$ cat config.mk
export PLATFORM = sky130hd
export DESIGN_NAME = gray_pixel_packer
export DESIGN_NICKNAME = d
export VERILOG_FILES = /design/src/rtl/gray_pack_pkg.sv /design/src/rtl/gray_word_fifo.sv /design/src/rtl/gray_pixel_packer.sv
export SDC_FILE = /design/constraint.sdc
export NUM_CORES = 1
export LEC_CHECK = 0
export CORE_MARGIN = 2
export CORE_UTILIZATION = 60
export CTS_CLUSTER_DIAMETER = 60
export DETAILED_ROUTE_END_ITERATION = 8
export GPL_ROUTABILITY_DRIVEN = 0
export PLACE_DENSITY = 0.78
export SLEW_MARGIN = 15
export SYNTH_ARGS = -nofsm -noshare
export SYNTH_HDL_FRONTEND = slang
export SYNTH_SLANG_ARGS = --single-unit
$ cat constraint.sdc
create_clock -name clock -period 6.6 [get_ports clock]
set_input_delay 1.65 -clock clock [delete_from_list [all_inputs] [get_ports clock]]
set_output_delay 1.65 -clock clock [all_outputs]
set_load 0.01 [all_outputs]
$ cat src/rtl/gray_pack_pkg.sv
// Shared widths, FIFO entry layout and flush FSM states for the gray pixel packer.
package gray_pack_pkg;

    localparam int unsigned BYTES_PER_WORD = 4;
    localparam int unsigned BYTE_W         = 8;
    localparam int unsigned WORD_W         = BYTES_PER_WORD * BYTE_W;
    localparam int unsigned IDX_W          = 2;
    localparam int unsigned BCNT_W         = 3;
    localparam int unsigned ENTRY_W        = WORD_W + BCNT_W;

    // Byte index of the last byte in a word; reaching it completes the word.
    localparam logic [IDX_W-1:0] IDX_LAST  = IDX_W'(BYTES_PER_WORD - 1);

    // One buffered word: packed pixels (big-endian) plus number of valid pixels.
    typedef struct packed {
        logic [WORD_W-1:0] data;
        logic [BCNT_W-1:0] bcnt;
    } fifo_entry_t;

    // Flush handling: FLUSH_WAIT holds a partial word until the FIFO has room.
    typedef enum logic [0:0] {
        IDLE_OR_PACKING = 1'b0,
        FLUSH_WAIT      = 1'b1
    } flush_state_e;

    // Pointer width for a power-of-two FIFO depth (at least one bit).
    function automatic int unsigned ptr_width(input int unsigned depth);
        int unsigned w;
        w = 1;
        while ((32'd1 << w) < depth) begin
            w = w + 1;
        end
        return w;
    endfunction

endpackage

$ cat src/rtl/gray_word_fifo.sv
// Synchronous word FIFO holding packed pixel words with their byte counts.
module gray_word_fifo
    import gray_pack_pkg::*;
#(
    parameter  int unsigned FIFO_DEPTH = 4,
    localparam int unsigned PTR_W      = ptr_width(FIFO_DEPTH),
    localparam int unsigned CNT_W      = PTR_W + 1
) (
    input  logic              clock,
    input  logic              nReset,
    input  logic              push_i,
    input  fifo_entry_t       push_entry_i,
    input  logic              pop_i,
    output fifo_entry_t       head_o,
    output logic              full_o,
    output logic              empty_o,
    output logic [CNT_W-1:0]  count_o
);

    fifo_entry_t            mem_q [FIFO_DEPTH];
    logic [PTR_W-1:0]       wr_ptr_q;
    logic [PTR_W-1:0]       rd_ptr_q;
    logic [CNT_W-1:0]       count_q;
    logic                   do_push;
    logic                   do_pop;

    // Guard the handshakes so a stray push on full or pop on empty is harmless.
    always_comb begin
        full_o  = (count_q == CNT_W'(FIFO_DEPTH));
        empty_o = (count_q == '0);
        do_push = push_i && !full_o;
        do_pop  = pop_i && !empty_o;
        count_o = count_q;
        head_o  = mem_q[rd_ptr_q];
    end

    // Storage array, pointers (wrap naturally at power-of-two depth) and occupancy.
    always_ff @(posedge clock or negedge nReset) begin
        if (!nReset) begin
            for (int unsigned i = 0; i < FIFO_DEPTH; i++) begin
                mem_q[i] <= '0;
            end
            wr_ptr_q <= '0;
            rd_ptr_q <= '0;
            count_q  <= '0;
        end else begin
            if (do_push) begin
                mem_q[wr_ptr_q] <= push_entry_i;
                wr_ptr_q        <= wr_ptr_q + PTR_W'(1);
            end
            if (do_pop) begin
                rd_ptr_q <= rd_ptr_q + PTR_W'(1);
            end
            case ({do_push, do_pop})
                2'b10:   count_q <= count_q + CNT_W'(1);
                2'b01:   count_q <= count_q - CNT_W'(1);
                default: count_q <= count_q;
            endcase
        end
    end

endmodule

$ cat src/rtl/gray_pixel_packer.sv
// Packs 8-bit gray pixels four to a big-endian 32-bit word and buffers the words.
module gray_pixel_packer
    import gray_pack_pkg::*;
#(
    parameter int unsigned FIFO_DEPTH = 4
) (
    input  logic                clock,
    input  logic                nReset,
    input  logic                pixelValid,
    input  logic [BYTE_W-1:0]   pixelData,
    output logic                pixelReady,
    input  logic                flush,
    output logic                wordValid,
    output logic [WORD_W-1:0]   wordData,
    output logic [BCNT_W-1:0]   wordByteCount,
    input  logic                wordReady,
    output logic                busy
);

    localparam int unsigned CNT_W = ptr_width(FIFO_DEPTH) + 1;

    flush_state_e           state_q, state_d;
    logic [IDX_W-1:0]       idx_q, idx_d;
    logic [WORD_W-1:0]      asm_q, asm_d;

    logic                   accept;
    logic                   word_done;
    logic [IDX_W-1:0]       idx_after;
    logic [WORD_W-1:0]      asm_merged;

    logic                   fifo_push;
    fifo_entry_t            fifo_push_entry;
    logic                   fifo_pop;
    fifo_entry_t            fifo_head;
    logic                   fifo_full;
    logic                   fifo_empty;
    logic [CNT_W-1:0]       fifo_count;

    // Handshake and status decode from registered state only.
    always_comb begin
        pixelReady    = (state_q != FLUSH_WAIT) && ((idx_q != IDX_LAST) || !fifo_full);
        accept        = pixelValid && pixelReady;
        wordValid     = !fifo_empty;
        wordData      = fifo_empty ? '0 : fifo_head.data;
        wordByteCount = fifo_empty ? '0 : fifo_head.bcnt;
        fifo_pop      = wordValid && wordReady;
        busy          = (idx_q != '0) || (fifo_count != '0) || (state_q == FLUSH_WAIT);
    end

    // Merge an accepted pixel into its big-endian byte lane.
    always_comb begin
        asm_merged = asm_q;
        idx_after  = idx_q;
        word_done  = 1'b0;
        if (accept) begin
            case (idx_q)
                IDX_W'(0): asm_merged[31:24] = pixelData;
                IDX_W'(1): asm_merged[23:16] = pixelData;
                IDX_W'(2): asm_merged[15:8]  = pixelData;
                default:   asm_merged[7:0]   = pixelData;
            endcase
            word_done = (idx_q == IDX_LAST);
            idx_after = idx_q + IDX_W'(1);
        end
    end

    // Next state and FIFO push: full words first, then immediate or deferred flush.
    always_comb begin
        state_d              = state_q;
        idx_d                = idx_after;
        asm_d                = asm_merged;
        fifo_push            = 1'b0;
        fifo_push_entry      = '0;
        case (state_q)
            IDLE_OR_PACKING: begin
                if (word_done) begin
                    // A completing pixel absorbs a coincident flush.
                    fifo_push            = 1'b1;
                    fifo_push_entry.data = asm_merged;
                    fifo_push_entry.bcnt = BCNT_W'(BYTES_PER_WORD);
                    asm_d                = '0;
                end else if (flush && (idx_after != '0)) begin
                    if (!fifo_full) begin
                        fifo_push            = 1'b1;
                        fifo_push_entry.data = asm_merged;
                        fifo_push_entry.bcnt = BCNT_W'(idx_after);
                        asm_d                = '0;
                        idx_d                = '0;
                    end else begin
                        state_d = FLUSH_WAIT;
                    end
                end
            end
            FLUSH_WAIT: begin
                // No pixels are accepted here, so asm_q/idx_q are the partial word.
                if (!fifo_full) begin
                    fifo_push            = 1'b1;
                    fifo_push_entry.data = asm_q;
                    fifo_push_entry.bcnt = BCNT_W'(idx_q);
                    asm_d                = '0;
                    idx_d                = '0;
                    state_d              = IDLE_OR_PACKING;
                end
            end
            default: begin
                state_d = IDLE_OR_PACKING;
            end
        endcase
    end

    // Flush FSM state register.
    always_ff @(posedge clock or negedge nReset) begin
        if (!nReset) begin
            state_q <= IDLE_OR_PACKING;
        end else begin
            state_q <= state_d;
        end
    end

    // Assembly word and byte index registers.
    always_ff @(posedge clock or negedge nReset) begin
        if (!nReset) begin
            idx_q <= '0;
            asm_q <= '0;
        end else begin
            idx_q <= idx_d;
            asm_q <= asm_d;
        end
    end

    gray_word_fifo #(
        .FIFO_DEPTH (FIFO_DEPTH)
    ) u_word_fifo (
        .clock        (clock),
        .nReset       (nReset),
        .push_i       (fifo_push),
        .push_entry_i (fifo_push_entry),
        .pop_i        (fifo_pop),
        .head_o       (fifo_head),
        .full_o       (fifo_full),
        .empty_o      (fifo_empty),
        .count_o      (fifo_count)
    );

endmodule

=== After elaboration in Yosys (flattened, before gate mapping) ===
Index checks and enable logic that the tools add are counted.

* Input port bits: 13
* Output and inout bits: 38
* Register bits after elaboration: 182
* Word-level logic and storage cells: 88

* Add/sub/neg operators: 5
* Bitwise gates (word level): 3
* Order comparisons: 3
* Mux-type cells: 37
* Reductions and logical operators: 19
* Equality and inequality tests: 7

{| class="wikitable"
|+ Operators with widths
! operator !! number
|-
| 35-bit two-way mux || 7
|-
| 32-bit two-way mux || 5
|-
| 140-bit bitwise mux || 1
|-
| 35-bit binary-select mux with 2-bit select || 1
|-
| 35-bit demux with 2-bit select || 1
|-
| 35-bit one-hot mux with 2 select lines || 1
|-
| 32-bit one-hot mux with 2 select lines || 1
|-
| 8-bit two-way mux || 4
|-
| 2-bit two-way mux || 4
|-
| 1-bit logical AND || 7
|-
| 1-bit two-way mux || 7
|-
| 2-bit by 1-bit adder with 2-bit output, second input constant || 3
|-
| 2-bit equality test, second input constant || 3
|-
| 3-bit >= comparator, second input constant || 2
|-
| 2-bit inverter with 3-bit output || 2
|-
| 3-bit one-hot mux with 2 select lines || 1
|-
| 2-bit nonzero test || 3
|-
| 2-bit by 1-bit equality test with 1-bit output, second input constant || 2
|-
| 1-bit one-hot mux with 2 select lines || 2
|-
| 2-bit one-hot mux with 2 select lines || 1
|-
| 3-bit by 1-bit adder with 3-bit output, second input constant || 1
|-
| 3-bit equality test, second input constant || 1
|-
| 3-bit logical NOT || 1
|-
| 1-bit logical OR || 3
|-
| 9 further kinds || 10
|}

=== Depth between registers and ports, before layout ===
* Depth in word-level cells: 14
* Mapped depth: 12
* Depth with buffers taken out: 11

=== Cells and area by module ===
A second synthesis with hierarchy kept.

* Cell total of the unflattened synthesis: 612
* Area, all modules: 8838.5 µm²

{| class="wikitable"
|+ Modules (own cells, without submodules)
! module !! area each (µm²) !! instances !! cells an instance
|-
| gray_word_fifo || 6488.7 || 1 || 375
|-
| gray_pixel_packer || 2349.8 || 1 || 237
|}

=== Worst setup path after synthesis ===
No wires, ideal clock.

* Path type: input to register
* From: input port pixelValid
* To: register u_word_fifo.count_q[2] (netlist: u_word_fifo.count_o[2])
* Buffers on the path: 1
* Setup slack: 3.021 ns
* Arrival time: 3.500 ns
* Required time: 6.521 ns
* Cell stages on the path: 11
* Path through: nor2b_1 a21oi_1 o32ai_4 inv_1 buf_2 ha_1 inv_1 fa_1 xor2_1 nor2_1 xor2_1

* Cells in the longest elaborated chain, start to end: 10

{| class="wikitable"
|+ RTL lines
! item !! RTL line !! source
|-
| start: declaration || gray_pixel_packer.sv:9 || <nowiki>input logic pixelValid,</nowiki>
|-
| 1-bit logical AND (*) || gray_pixel_packer.sv:42 || <nowiki>accept = pixelValid && pixelReady;</nowiki>
|-
| 2-bit two-way mux || gray_pixel_packer.sv:55 || <nowiki>if (accept) begin</nowiki>
|-
| 2-bit nonzero test || gray_pixel_packer.sv:82 || <nowiki>end else if (flush && (idx_after != '0)) begin</nowiki>
|-
| 1-bit logical AND || gray_pixel_packer.sv:82 ||
|-
| 1-bit two-way mux || gray_pixel_packer.sv:82 ||
|-
| 1-bit two-way mux (*) || gray_pixel_packer.sv:76 || <nowiki>if (word_done) begin</nowiki>
|-
| 1-bit one-hot mux with 2 select lines (*) || gray_pixel_packer.sv:74 || <nowiki>case (state_q)</nowiki>
|-
| 1-bit logical AND (*) || gray_word_fifo.sv:31 || <nowiki>do_push = push_i && !full_o;</nowiki>
|-
| 2-bit by 1-bit equality test with 1-bit output / 2-bit equality test (equally long branches) || gray_word_fifo.sv:54 || <nowiki>case ({do_push, do_pop})</nowiki>
|-
| 3-bit one-hot mux with 2 select lines / 2-bit nonzero test (equally long branches) || - ||
|-
| end signal: assignment || gray_word_fifo.sv:55 || <nowiki>2'b10: count_q <= count_q + CNT_W'(1);</nowiki>
|-
| end signal: assignment || gray_word_fifo.sv:56 || <nowiki>2'b01: count_q <= count_q - CNT_W'(1);</nowiki>
|-
| end signal: assignment || gray_word_fifo.sv:57 || <nowiki>default: count_q <= count_q;</nowiki>
|-
| end: declaration || gray_word_fifo.sv:23 || <nowiki>logic [CNT_W-1:0] count_q;</nowiki>
|}

Mark *: on every way between the ends. The rest lies on a longest branch, timed or not.
A chain may end at the register's enable or synchronous reset.

=== Worst setup path after layout ===
* From: register u_word_fifo.rd_ptr_q[0]
* To: output port wordData[5]

* Cells in the longest elaborated chain, start to end: 5

{| class="wikitable"
|+ RTL lines
! item !! RTL line !! source
|-
| start: declaration || gray_word_fifo.sv:22 || <nowiki>logic [PTR_W-1:0] rd_ptr_q;</nowiki>
|-
| start signal: assignment || gray_word_fifo.sv:52 || <nowiki>rd_ptr_q <= rd_ptr_q + PTR_W'(1);</nowiki>
|-
| 2-bit inverter with 3-bit output (not written as such) || gray_word_fifo.sv:34 || <nowiki>head_o = mem_q[rd_ptr_q];</nowiki>
|-
| 35-bit binary-select mux with 2-bit select || gray_word_fifo.sv:34 ||
|-
| 35-bit two-way mux (not written as such) (2 in series) || gray_word_fifo.sv:34 ||
|-
| 32-bit two-way mux || gray_pixel_packer.sv:44 || <nowiki>wordData = fifo_empty ? '0 : fifo_head.data;</nowiki>
|-
| end: declaration || gray_pixel_packer.sv:14 || <nowiki>output logic [WORD_W-1:0] wordData,</nowiki>
|}

No other way between the ends. The select of a mux whose other input is x is not followed.

==> results.md <==
* Port bufs at 50
* Cts hold-fix bufs at 0
* Post-Syn Area at 8735 sq um
* Final Hold Viols at 0
* Unrepaired setup endpoints after global routing: false
* Hold_ws at 493.7 ps
* Peak supply drop at 0.0003424 V
* Final cell count without fillers at 977
* Die area at 15540 sq um
* CTS Buf Count at 17
* Top_reg_cell synth: dfrtp_1
* Largest net degree at the start of global routing at 91
* PD cells at 594.6 nW/um^2
* Final HPWL DP at 13170 um
* Syn nets at 790
* Slowest-stage cell, CP: dfrtp_2
* Top-area cell type share of the netlist area at 0.5214
* Die X at 124.7 um
* Row count at 44
* Worst-path fanout max at 20
* CTS Sinks at 182
* Mapped Cells at 767
* Routed Antenna Nets at 0
* Most frequent cells after synthesis: a21oi_1, dfrtp_1, and2_1
* PnR worst setup slack at 1983 ps
* Clock share of power at 0.171
* Count leader, synth: a21oi_1
* Longest Clk Path Bufs at 2
* Leading area contributor after synthesis: dfrtp_1
* Synth Warn # at 0
* Vias per cell at 6.707
* DRT Wirelength at 22320 um
* Leakage at 0.004148 uW
* Post-Syn Area per Cell at 11.39 sq um
* CTS root buf: clkbuf_16
* Final setup vio count at 0
* Worst-path cell chain: buf_4, mux4_2, and2_1, clkdlybuf4s50_1
* Placed Cells at 945
* Reg2Reg Setup Slack at 2970 ps
* Max-cap check violation count at 0
* Comb power frac at 0.484
* Internal Pwr Total at 3580 uW
* Total Routing Usage GR at 0.2946
* Initial Util at 0.6079
* # resized after CTS at 0
* Die Y at 124.7 um
* DRC at 0
* Clock-pin transition on the worst setup and hold timing paths at 60 ps
* Final-stage net count at 803
* Vias in the first global route at 6766
* Shortest period the worst path allows at 4617 ps
* Post-layout util at 0.6821
* Setup WS pre-CTS at 1566 ps
* Flop pwr share at 0.345
* Post-synthesis sequential area ratio at 0.5214
* Crit-path max cell delay at 800 ps
* Layout cells sized above 1 at 0.1576
* CP required at 4950 ps
* Final period util at 0.6996
* Drt initial violations at 718
* Switching Share at 0.3856
* Remaining Overflow, GRT at 0
* Tightest Pin Transition at 1118 ps
* Post-CTS setup buffers at 0
* Critical path type: reg -> out
* Antenna cells at 0
* Total core area at 14370 sq um
* Post-synth ARST share at 1.000
* I/O Pins at 51
* Area Growth Syn to Fin at 12.20%
* CP Capture Type: output pin
* Final Skew at 11.43 ps
* Max Slew Vio Count at 0
* Slew headroom at 0.2548
* Switch Pwr at 2247 uW
* Drt first pass iters at 5
* Arrival @ worst endpoint at 2970 ps
* H-tree depth at 4
* Synth Register Bits at 182
* Initial antenna violation count at 0
* Vias at 6553
* First-pass GRT wire length at 35880 um
* Synth area leaders: dfrtp_1, a21oi_1, mux4_2
* EDFF count, synth at 0
* Setup TNS at 0 ps
* Clock Latency Late Sink at 430 ps
* Max frequency at 216.6 MHz
* CTS tree: yes
* Outcome: finished, final reports clean
* Wirelength per Cell at 22.84 um
* Worst Hold Class: reg -> reg
* CP startpoint kind: flop
* Post-synth cell types at 43
## layer usage
layer / global-route usage / vias up / wire length (um)
met1: 0.3950 / 3329 / 8956
met5: 0 / - / 0
met2: 0.4712 / 367 / 11080
met3: 0.07388 / 54 / 1727
met4: 0.1084 / 0 / 546
li1: - / 2803 / -
## area by class of cell
class	count	area, sq um
fillers	1032	4568
clock inverters	10	93.84
repair buffers	64	610.6
well taps	184	230.2
inverters	12	45.04
clock buffers	22	484.2
flip-flops and latches	182	4556
multi-input cells	503	3781
## placed cells by master (no fill, tap or decap), types with 2 or more instances in the layout
cell type,count
or2_2,2
ha_2,2
mux2_2,24
inv_1,12
mux2_4,9
clkbuf_16,17
clkbuf_8,4
and2_1,72
buf_6,2
xor2_1,3
nor3_1,3
mux2_1,3
inv_6,2
clkinv_2,4
o21ai_0,3
mux4_2,35
a22oi_1,25
nor2_1,7
buf_4,13
a22o_1,8
mux2i_1,2
a21oi_1,268
ha_1,7
clkinv_4,3
dfrtp_1,181
nand2_1,4
xnor2_1,3
and3_1,4
clkdlybuf4s50_1,49
## logic make-up after synthesis
family                     count (synthesis)  share of synthesized area
and+or+nand+nor                          103                    0.07391
adders and majority gates                 10                    0.01518
buffers and inverters                     82                    0.04670
xor gates and xnor gates                   6                   0.006017
muxes                                     73                     0.1428
DFF                                      182                     0.5214
AOI/OAI and AO/OA                        311                     0.1940
## power groups by stage
stage,sequential (uW),combinational [uW],clock (uW)
floorplan,1850,1980,0
global placement,1970,2690,0
detailed placement,2010,2800,0
CTS,2000,2820,1000
global route,2070,3050,1050
finish,2010,2820,997
## sequential cells by signal, summed over array words and instances (netlist names)
register and flops:
u_word_fifo.mem_q 140, asm_q 32, u_word_fifo.count_o 3, idx_q 2, u_word_fifo.rd_ptr_q 2, u_word_fifo.wr_ptr_q 2
state_q 1
## worst paths after layout
path / startpoint / end / cells past startpoint
max in group asynchronous: nReset / u_word_fifo.mem_q[92] / 2
worst max-delay path: u_word_fifo.rd_ptr_q[0] / wordData[5] / 4
min in group asynchronous: nReset / idx_q[0] / 1
worst min-delay path: u_word_fifo.mem_q[35] / u_word_fifo.mem_q[35] / 1
worst min register to register: u_word_fifo.mem_q[35] / u_word_fifo.mem_q[35] / 1
worst max register to register: idx_q[0] / u_word_fifo.count_o[2] / 11
## metrics by stage
stage	power, uW	instance area, sq um
6_report	5827	9801
5_1_grt	6168	9801
4_1_cts	5822	9796
3_5_place_dp	4804	9218
3_3_place_gp	4657	9218
2_1_floorplan	3829	8735
## critical path: cells and delay by family (launching register included)
| kind | cells | cell delay, ps |
|---|---|---|
| buf+inv | 2 | 950 |
| flops | 1 | 800 |
| mux | 1 | 570 |
| simple gates | 1 | 180 |
Power figures use the tool's default switching activity.
